$ cat src/rtl/spi_slave_tx_if.sv
// Bus bundle for spi_slave_tx: local write port, host link inputs and status outputs.
interface spi_slave_tx_if #(
    parameter int DATA_WIDTH = 8,
    parameter int BYTE_STORE = 20
);
    localparam int CW = $clog2(BYTE_STORE + 1);

    logic                  load_iv;
    logic [DATA_WIDTH-1:0] load_id;
    logic                  clr_flags;
    logic                  clk_in;
    logic                  sel_in;
    logic [DATA_WIDTH-1:0] data_out;
    logic [CW-1:0]         fifo_count;
    logic                  full;
    logic                  empty;
    logic                  overflow;
    logic                  underrun;
    logic                  tx_done;

    modport slave (
        input  load_iv, load_id, clr_flags, clk_in, sel_in,
        output data_out, fifo_count, full, empty, overflow, underrun, tx_done
    );

    modport master (
        output load_iv, load_id, clr_flags, clk_in, sel_in,
        input  data_out, fifo_count, full, empty, overflow, underrun, tx_done
    );
endinterface

$ cat src/rtl/spi_slave_tx.sv
// Slave-side transmitter: FIFO fed by load_iv, head presented on data_out, one pop per clk_in rise.
// States: IDLE | deselected, data_out held 0 ;  ACTIVE | selected, FIFO head (or fill) on data_out
module spi_slave_tx #(
    parameter int                    DATA_WIDTH = 8,
    parameter int                    BYTE_STORE = 20,
    parameter logic [DATA_WIDTH-1:0] FILL_BYTE  = DATA_WIDTH'(8'hFF)
) (
    input  logic          clk,
    input  logic          rst,
    spi_slave_tx_if.slave bus
);
    localparam int CW = $clog2(BYTE_STORE + 1);
    localparam int PW = (BYTE_STORE > 1) ? $clog2(BYTE_STORE) : 1;

    typedef enum logic {IDLE, ACTIVE} state_t;

    state_t                state_q, state_d;
    logic                  clk_q, sel_q;
    logic [PW-1:0]         wr_ptr_q, wr_ptr_d, rd_ptr_q, rd_ptr_d;
    logic [CW-1:0]         count_q, count_d;
    logic [DATA_WIDTH-1:0] mem_q [BYTE_STORE];
    logic [DATA_WIDTH-1:0] data_out_q, data_out_d, head_next;
    logic                  overflow_q, overflow_d;
    logic                  underrun_q, underrun_d;
    logic                  tx_done_q, tx_done_d;
    logic                  sel_fall, sel_rise, clk_rise;
    logic                  is_full, is_empty, consume, pop, push;

    function automatic logic [PW-1:0] ptr_inc(input logic [PW-1:0] p);
        return (p == PW'(BYTE_STORE - 1)) ? '0 : p + 1'b1;
    endfunction

    assign sel_fall = sel_q & ~bus.sel_in;
    assign sel_rise = ~sel_q & bus.sel_in;
    assign clk_rise = ~clk_q & bus.clk_in;

    assign is_full  = (count_q == CW'(BYTE_STORE));
    assign is_empty = (count_q == '0);
    // A deselect edge wins over a coincident link clock edge.
    assign consume  = (state_q == ACTIVE) & clk_rise & ~sel_rise;
    assign pop      = consume & ~is_empty;
    assign push     = bus.load_iv & (~is_full | pop);

    always_comb begin
        wr_ptr_d = push ? ptr_inc(wr_ptr_q) : wr_ptr_q;
        rd_ptr_d = pop ? ptr_inc(rd_ptr_q) : rd_ptr_q;
        count_d  = count_q;
        if (push && !pop) begin
            count_d = count_q + 1'b1;
        end else if (pop && !push) begin
            count_d = count_q - 1'b1;
        end
        // Head after this cycle's update; a byte landing in the head slot bypasses the array.
        head_next = (push && (wr_ptr_q == rd_ptr_d)) ? bus.load_id : mem_q[rd_ptr_d];

        overflow_d = (bus.load_iv & is_full & ~pop) | (overflow_q & ~bus.clr_flags);
        underrun_d = (consume & is_empty) | (underrun_q & ~bus.clr_flags);
    end

    always_comb begin
        state_d    = state_q;
        data_out_d = data_out_q;
        tx_done_d  = 1'b0;
        case (state_q)
            IDLE: begin
                data_out_d = '0;
                if (sel_fall) begin
                    state_d    = ACTIVE;
                    data_out_d = (count_d == '0) ? FILL_BYTE : head_next;
                end
            end
            ACTIVE: begin
                if (sel_rise) begin
                    state_d    = IDLE;
                    data_out_d = '0;
                    tx_done_d  = 1'b1;
                end else begin
                    data_out_d = (count_d == '0) ? FILL_BYTE : head_next;
                end
            end
            default: state_d = IDLE;
        endcase
    end

    always_ff @(posedge clk or posedge rst) begin
        if (rst) begin
            state_q    <= IDLE;
            clk_q      <= 1'b0;
            sel_q      <= 1'b1;
            wr_ptr_q   <= '0;
            rd_ptr_q   <= '0;
            count_q    <= '0;
            data_out_q <= '0;
            overflow_q <= 1'b0;
            underrun_q <= 1'b0;
            tx_done_q  <= 1'b0;
        end else begin
            state_q    <= state_d;
            clk_q      <= bus.clk_in;
            sel_q      <= bus.sel_in;
            wr_ptr_q   <= wr_ptr_d;
            rd_ptr_q   <= rd_ptr_d;
            count_q    <= count_d;
            data_out_q <= data_out_d;
            overflow_q <= overflow_d;
            underrun_q <= underrun_d;
            tx_done_q  <= tx_done_d;
        end
    end

    always_ff @(posedge clk) begin
        if (push) begin
            mem_q[wr_ptr_q] <= bus.load_id;
        end
    end

    assign bus.data_out   = data_out_q;
    assign bus.fifo_count = count_q;
    assign bus.full       = is_full;
    assign bus.empty      = is_empty;
    assign bus.overflow   = overflow_q;
    assign bus.underrun   = underrun_q;
    assign bus.tx_done    = tx_done_q;
endmodule
$ cat src/flat_wrapper.sv
// flat-port wrapper written by rule: the top's interface ports become plain ports
module spi_slave_tx_flat 
#(
    parameter int                    DATA_WIDTH = 8,
    parameter int                    BYTE_STORE = 20,
    parameter logic [DATA_WIDTH-1:0] FILL_BYTE  = DATA_WIDTH'(8'hFF)
)
  (clk, rst, bus_load_iv, bus_load_id, bus_clr_flags, bus_clk_in, bus_sel_in, bus_data_out, bus_fifo_count, bus_full, bus_empty, bus_overflow, bus_underrun, bus_tx_done);
  spi_slave_tx_if #(.DATA_WIDTH(DATA_WIDTH), .BYTE_STORE(BYTE_STORE)) bus_i ();
  input  logic clk;
  input  logic rst;
  input wire logic [$bits(bus_i.load_iv)-1:0] bus_load_iv;
  input wire logic [$bits(bus_i.load_id)-1:0] bus_load_id;
  input wire logic [$bits(bus_i.clr_flags)-1:0] bus_clr_flags;
  input wire logic [$bits(bus_i.clk_in)-1:0] bus_clk_in;
  input wire logic [$bits(bus_i.sel_in)-1:0] bus_sel_in;
  output wire logic [$bits(bus_i.data_out)-1:0] bus_data_out;
  output wire logic [$bits(bus_i.fifo_count)-1:0] bus_fifo_count;
  output wire logic [$bits(bus_i.full)-1:0] bus_full;
  output wire logic [$bits(bus_i.empty)-1:0] bus_empty;
  output wire logic [$bits(bus_i.overflow)-1:0] bus_overflow;
  output wire logic [$bits(bus_i.underrun)-1:0] bus_underrun;
  output wire logic [$bits(bus_i.tx_done)-1:0] bus_tx_done;
  assign bus_i.load_iv = bus_load_iv;
  assign bus_i.load_id = bus_load_id;
  assign bus_i.clr_flags = bus_clr_flags;
  assign bus_i.clk_in = bus_clk_in;
  assign bus_i.sel_in = bus_sel_in;
  assign bus_data_out = bus_i.data_out;
  assign bus_fifo_count = bus_i.fifo_count;
  assign bus_full = bus_i.full;
  assign bus_empty = bus_i.empty;
  assign bus_overflow = bus_i.overflow;
  assign bus_underrun = bus_i.underrun;
  assign bus_tx_done = bus_i.tx_done;
  spi_slave_tx #(.DATA_WIDTH(DATA_WIDTH), .BYTE_STORE(BYTE_STORE), .FILL_BYTE(FILL_BYTE)) u_core (.clk(clk), .rst(rst), .bus(bus_i));
endmodule
$ cat config.mk
export PLATFORM = sky130hd
export DESIGN_NAME = spi_slave_tx_flat
export DESIGN_NICKNAME = d
export VERILOG_FILES = /design/src/rtl/spi_slave_tx_if.sv /design/src/rtl/spi_slave_tx.sv /design/src/flat_wrapper.sv
export SDC_FILE = /design/constraint.sdc
export NUM_CORES = 1
export LEC_CHECK = 0
export CORE_ASPECT_RATIO = 1.2
export CORE_MARGIN = 3
export CORE_UTILIZATION = 43
export CTS_BUF_LIST = sky130_fd_sc_hd__clkbuf_16
export CTS_CLUSTER_DIAMETER = 40
export DETAILED_ROUTE_END_ITERATION = 6
export GPL_ROUTABILITY_DRIVEN = 0
export PLACE_DENSITY_LB_ADDON = 0.3
export SKIP_CTS_REPAIR_TIMING = 1
export SLEW_MARGIN = 20
export SYNTH_ARGS = -nofsm -noshare
export SYNTH_HDL_FRONTEND = slang
export SYNTH_SLANG_ARGS = --single-unit
$ cat constraint.sdc
create_clock -name clk -period 6.2 [get_ports clk]
set_clock_uncertainty 0.2 [all_clocks]
set_input_delay 0.93 -clock clk [delete_from_list [all_inputs] [get_ports clk]]
set_output_delay 0.93 -clock clk [all_outputs]
set_load 0.005 [all_outputs]
==> summary.md, run 1 <==
| Metric | Value |
|---|---|
| Drt via density | 5.82 |
| # diodes | 0 |
| WHS Path Cells | 1 |
| Worst EP required | 6.28 ns |
| Total CTS buffers | 17 |
| Period minus WS final | 4.67 ns |
| CP Max Fanout | 71 |
| Slew Limit Fails | 0 |
| First-pass detailed-route iteration total | 4 |
| EDFF count, synth | 160 |
| Initial antenna violation count | 0 |
| Achievable frequency | 214 MHz |
| Worst setup path class | reg2reg |
| Synthesized netlist cell count | 551 |
| Ys flop type | edfxtp_1 |
| Row cnt | 54 |
| Fillers | 1576 |
| DRC | 0 |
| Library cells used by synthesis | 67 |
| Max Cap Violations | 0 |
| Clock latency at the later pin of the worst-skew pair | 0.42 ns |
| Largest net degree at the start of global routing | 72 |
| Outcome | finished, final reports clean |
| ANT nets after route | 0 |
| Simple-gate area share of the yosys netlist | 6.81% |
| Nets | 599 |
| Critical Path Start | u_core.bus.fifo_count[1]$_DFF_PP0_ |
| Root Driver | clkbuf_16 |
| Mux cell area share after synthesis | 11.1% |
| Pwr dens | 425 mW/mm^2 |
| Combinational family with the most area after synthesis | multiplexers |
| CTS sink cnt | 189 |
| Slew margin rel. | 29.5% |
| Synth Warn # | 0 |
| Area Overhead vs Synth | 13.3% |
| Core area | 0.0185 sq mm |
| FF+latch count, synth | 189 |
| Final setup fails | 0 |
| H-Tree Depth | 4 |
| Post-synth top area cell | edfxtp_1 |
| Peak supply drop | 0.242 mV |
| Worst min path class | reg2reg |
| Setup_tns | 0 ns |
| Hold path start | u_core.bus.overflow$_DFF_PP0_ |
| Setup crit end kind | flop |
| Initial DRC Count | 449 |
| Buffer levels on the longest clock path | 2 |
| Final period util | 75.4% |
| Synth top area cells | edfxtp_1 (58%), dfrtp_1 (8.5%), mux2i_1 (8.1%), a211oi_1 (2.2%), mux4_2 (1.9%) |
| Reg2Reg Depth | 10 |
| Mapped Avg Cell Area | 14.9 sq um |
| Worst EP arrival | 4.75 ns |
| Post-Synth XOR/XNOR Area | 0.957% |
| Synth Area in Adders | 1.34% |
| Total Routing Usage GR | 17.8% |
| Worst slack, placed | 1.32 ns |
| Post-synth top area share | 58.3% |
| CTS tree | yes |
| Grt ovf | 0 |
| FF-to-FF Start | u_core.bus.fifo_count[1]$_DFF_PP0_ |
| PortBufs | 31 |
| Crit path launch type | flop |
| RSZ-0062 raised after global routing | false |
| Die extent in x | 132 um |
| Fin. Hold Viols | 0 |
| Mapped Area | 0.00824 sq mm |
| Clock slew at reported path FFs | 0.07 ns |
| Wire per inst | 21.2 um |
| Routed WL | 17.9 mm |
| Ports | 32 |
| Worst setup margin | 1.53 ns |
| Die extent in y | 158 um |
| Net count after synthesis | 573 |
| Ys async rst share | 15.3% |
| Area of the die | 0.0209 sq mm |
| Post-synthesis compound-gate area fraction | 9.46% |
| Lkg Pwr | 3.21 nW |
| Vias in the first global route | 4923 |
| Vias | 4901 |
| Final HPWL DP | 11.7 mm |
| Share of cells above drive strength 1 | 10.5% |
| First-pass GRT wire length | 28.4 mm |
| Actual slew at the worst max-slew pin | 1.06 ns |
| Initial core utilization | 44.5% |
| Sequential area share after synthesis | 67.2% |
-- worst paths after layout --
check	to	slack (ns)
setup / recovery	u_core.bus.data_out[2]$_DFF_PP0_	1.53
hold / removal	u_core.bus.overflow$_DFF_PP0_	0.30
setup reg to reg	u_core.bus.data_out[2]$_DFF_PP0_	1.53
hold reg to reg	u_core.bus.overflow$_DFF_PP0_	0.30
max in group asynchronous	u_core.bus.data_out[0]$_DFF_PP0_	4.65
min in group asynchronous	u_core.wr_ptr_q[1]$_DFFE_PP0P_	0.72
-- layout by cell type, fill, tap and decap left out, drive strengths merged, types with 4 or more instances in the layout --
cell,instances
nand2,28
a211oi,24
inv,32
mux2i,68
nor2b,5
a221oi,8
mux4,7
buf,4
clkinv,6
xor2,5
a32oi,8
a31oi,13
nand3,6
a21oi,7
nor2,29
o41ai,8
nand2b,4
edfxtp,160
nand4,9
clkbuf,17
ha,8
mux2,6
xnor2,4
clkdlybuf4s50,31
dfrtp,28
nor4,6
o21ai,12
-- area by class of cell --
| cell class | instances | area, sq um | area share [%] |
|---|---|---|---|
| Tap cell | 252 | 315 | 3.38 |
| Multi-Input combinational cell | 307 | 2450 | 26.3 |
| Timing Repair Buffer | 35 | 340 | 3.65 |
| Clock inverter | 15 | 155 | 1.66 |
| Sequential cell | 189 | 5530 | 59.3 |
| Inverter | 27 | 109 | 1.17 |
| Clock buffer | 17 | 425 | 4.56 |
-- per-layer routing --
metal,global-route usage [%],up-vias,part of all wire [%]
li1,-,2221,-
met1,24.0,2498,43
met2,29.6,159,50
met3,3.66,23,5.5
met4,4.95,0,1.6
met5,0,-,0
-- logic make-up after synthesis --
group / count (synthesis)
fa+ha+maj: 9
flops: 189
xor+xnor: 9
mux: 81
compound gates: 103
simple gates: 105
buf+inv: 55
-- state kept, by name, indices dropped and copies added, names as in the netlist --
signal	cells
u_core.bus.overflow	1
u_core.bus.underrun	1
u_core.bus.data_out	8
u_core.sel_q	1
u_core.state_q	1
u_core.rd_ptr_q	5
u_core.bus.tx_done	1
u_core.wr_ptr_q	5
u_core.clk_q	1
u_core.mem_q	160
u_core.bus.fifo_count	5
-- cell usage after synthesis (all sizes together), types with 2 or more instances --
| library cell | instances |
|---|---|
| a211oi | 24 |
| a21o | 2 |
| a21oi | 7 |
| a221oi | 8 |
| a311oi | 3 |
| a31oi | 13 |
| a32oi | 8 |
| and2 | 3 |
| buf | 15 |
| clkbuf | 13 |
| clkinv | 2 |
| dfrtp | 28 |
| edfxtp | 160 |
| ha | 8 |
| inv | 25 |
| mux2 | 6 |
| mux2i | 68 |
| mux4 | 7 |
| nand2 | 28 |
| nand2b | 4 |
| nand3 | 6 |
| nand3b | 2 |
| nand4 | 9 |
| nor2 | 29 |
| nor2b | 5 |
| nor3 | 3 |
| nor4 | 6 |
| o211ai | 2 |
| o21ai | 12 |
| o221ai | 3 |
| o31ai | 2 |
| o32ai | 2 |
| o41ai | 8 |
| or3 | 3 |
| xnor2 | 4 |
| xor2 | 5 |
-- worst max-delay path, cell delays in order (launching register included) --
cell and delay, ns:
dfrtp_1 0.47, inv_1 0.11, ha_1 0.22, or4b_1 0.44, clkinv_4 0.17, nor4_2 0.74, a21o_4 0.93, xnor2_1 0.21
nand4_1 0.37, o41ai_1 0.53, a31oi_1 0.11
-- power by group --
| part | leakage (nW) | switching, W | total [W] | internal (W) |
|---|---|---|---|---|
| sequential | 1.80 | 0.000135 | 0.00164 | 0.00151 |
| combinational | 1.14 | 0.000751 | 0.00127 | 0.000515 |
| clock | 0.277 | 0.000493 | 0.00106 | 0.000569 |
| total | 3.21 | 0.00138 | 0.00397 | 0.00259 |
-- stage by stage --
| step | power [W] | cell area [sq um] | utilization [%] | hold slack (ns) | instances |
|---|---|---|---|---|---|
| after global routing | 0.00416 | 9330 | 50.4 | 0.337 | 842 |
| final | 0.00397 | 9330 | 50.4 | 0.300 | 842 |
| after CTS | 0.00397 | 9330 | 50.4 | 0.303 | 842 |
| after floorplan | 0.00255 | 8240 | - | 0.287 | 551 |
| after global placement | 0.00289 | 8750 | 47.3 | 0.274 | 810 |
| after detailed placement | 0.00292 | 8750 | 47.3 | 0.288 | 810 |
No activity file was read; power rests on OpenSTA's default activity.
==> run 2: changes to the inputs <==
clock period = 4.52 ns   (was 6.2 ns; I/O delays follow)
==> summary.md, run 2 (same netlist as run 1, synthesis figures left out) <==
| Metric | Value |
|---|---|
| Vias in the first global route | 5032 |
| Commonest non-fill, non-tap cell in the layout | edfxtp_1 |
| Clock share of power | 25.3% |
| Worst EP arrival | 4.27 ns |
| Area Overhead vs Synth | 14.4% |
| Core area | 0.0185 sq mm |
| Largest net degree at the start of global routing | 51 |
| Fillers | 1587 |
| DRC | 0 |
| Buffer levels on the longest clock path | 2 |
| ANT nets after route | 0 |
| Max Cap Violations | 0 |
| Met1 wire length | 8.07 mm |
| Pwr dens | 572 mW/mm^2 |
| Final setup fails | 0 |
| Fin. Hold Viols | 0 |
| Initial DRC Count | 460 |
| CTS tree | yes |
| Sequential share of power | 41.5% |
| Achievable frequency | 240 MHz |
| Sw Pwr | 0.00189 W |
| Drt via density | 5.68 |
| Met2 routed WL | 9.69 mm |
| Ports | 32 |
| Tot Pwr | 0.00539 W |
| Initial antenna violation count | 0 |
| Combinational fraction of design power | 33.2% |
| Peak supply drop | 0.339 mV |
| Worst min path class | reg2reg |
| Clock slew at reported path FFs | 0.06 ns |
| First-pass detailed-route iteration total | 5 |
| CP Max Fanout | 50 |
| Final period util | 92.0% |
| Internal | 0.00350 W |
| PortBufs | 31 |
| Worst EP required | 4.63 ns |
| Outcome | finished, final reports clean |
| Largest register FFs | 160 |
| Setup_tns | 0 ns |
| Top Metal Used | met4 |
| RSZ-0062 raised after global routing | false |
| Slew margin rel. | 36.0% |
| Root Driver | clkbuf_16 |
| Met3 routed WL | 954 um |
| Switching fraction of total power | 35.0% |
| Total Routing Usage GR | 18.9% |
| Post-Layout Inst Area | 0.00942 sq mm |
| Clock latency at the later pin of the worst-skew pair | 0.43 ns |
| Post-DP Area | 0.00889 sq mm |
| Share of cells above drive strength 1 | 12.7% |
| Initial core utilization | 44.5% |
| Routed WL | 19.1 mm |
| Die extent in y | 158 um |
| Area of the die | 0.0209 sq mm |
| Final HPWL DP | 12.8 mm |
| Worst setup path class | reg2reg |
| Total CTS buffers | 17 |
| Slew Limit Fails | 0 |
| Setup crit end kind | flop |
| Lkg Pwr | 3.30 nW |
| Crit path launch type | flop |
| # diodes | 0 |
| Nets | 617 |
| First-pass GRT wire length | 29.7 mm |
| Period minus WS final | 4.16 ns |
| Row cnt | 54 |
| H-Tree Depth | 4 |
| Largest reg by FF count | u_core.mem_q |
| Die extent in x | 132 um |
| CTS sink cnt | 189 |
| Grt ovf | 0 |
| Actual slew at the worst max-slew pin | 0.957 ns |
| Wire per inst | 22.3 um |
| Commonest cells after routing, fill and taps aside | edfxtp_1 (160), mux2i_1 (67), clkdlybuf4s50_1 (31) |
| Vias | 4879 |
-- run 2: power by group through the flow --
stage                     Clock [W]  Sequential (W)  Combinational [W]
after detailed placement          0         0.00227            0.00178
final                       0.00136         0.00224            0.00179
after global placement            0         0.00227            0.00175
after floorplan                   0         0.00218            0.00131
after global routing        0.00147         0.00226            0.00193
after CTS                   0.00139         0.00224            0.00179
-- run 2: final cells by class --
type                    count  area (sq um)  area share (%)
repair buffers             53           475            5.05
clock buffers              17           425            4.52
flip-flops and latches    189          5530            58.7
clock inverters            14           110            1.17
multi-input cells         307          2450            26.1
inverters                  27           109            1.16
well taps                 252           315            3.35
-- run 2: path summary, 6_finish.rpt --
check / endpoint / slack (ns) / cells after the start / from
min reg2reg: u_core.bus.underrun$_DFF_PP0_ / 0.33 / 1 / u_core.bus.underrun$_DFF_PP0_
max in group asynchronous: u_core.bus.data_out[6]$_DFF_PP0_ / 3.20 / 2 / rst
min in group asynchronous: u_core.state_q$_DFF_PP0_ / 0.48 / 2 / rst
min: u_core.bus.underrun$_DFF_PP0_ / 0.33 / 1 / u_core.bus.underrun$_DFF_PP0_
max reg2reg: u_core.bus.data_out[6]$_DFF_PP0_ / 0.36 / 10 / u_core.bus.fifo_count[1]$_DFF_PP0_
max: u_core.bus.data_out[6]$_DFF_PP0_ / 0.36 / 10 / u_core.bus.fifo_count[1]$_DFF_PP0_
-- run 2: critical path, stage by stage (launching register included) --
cell and delay [ns]:
dfrtp_1 0.45, inv_1 0.11, ha_1 0.22, or4b_1 0.24, clkinv_4 0.11, nor4_2 0.73
a21o_4 0.68, xnor2_1 0.19, nand4_1 0.37, o21ba_1 0.42, a31oi_1 0.30
-- run 2: metal layers --
metal,vias to the layer above,global-route usage [%]
li1,2249,-
met1,2455,24.0
met2,151,32.4
met3,24,4.23
met5,-,0
met4,0,6.44
-- run 2: metrics by stage --
step | setup WS, ns | hold slack [ns] | util [%] | instances
3_3_place_gp | 0.197 | 0.273 | 48.0 | 828
3_5_place_dp | 0.156 | 0.309 | 48.0 | 828
2_1_floorplan | 1.20 | 0.287 | - | 551
6_report | 0.360 | 0.327 | 50.9 | 859
4_1_cts | 0.401 | 0.324 | 50.9 | 859
5_1_grt | 0.188 | 0.343 | 50.9 | 859
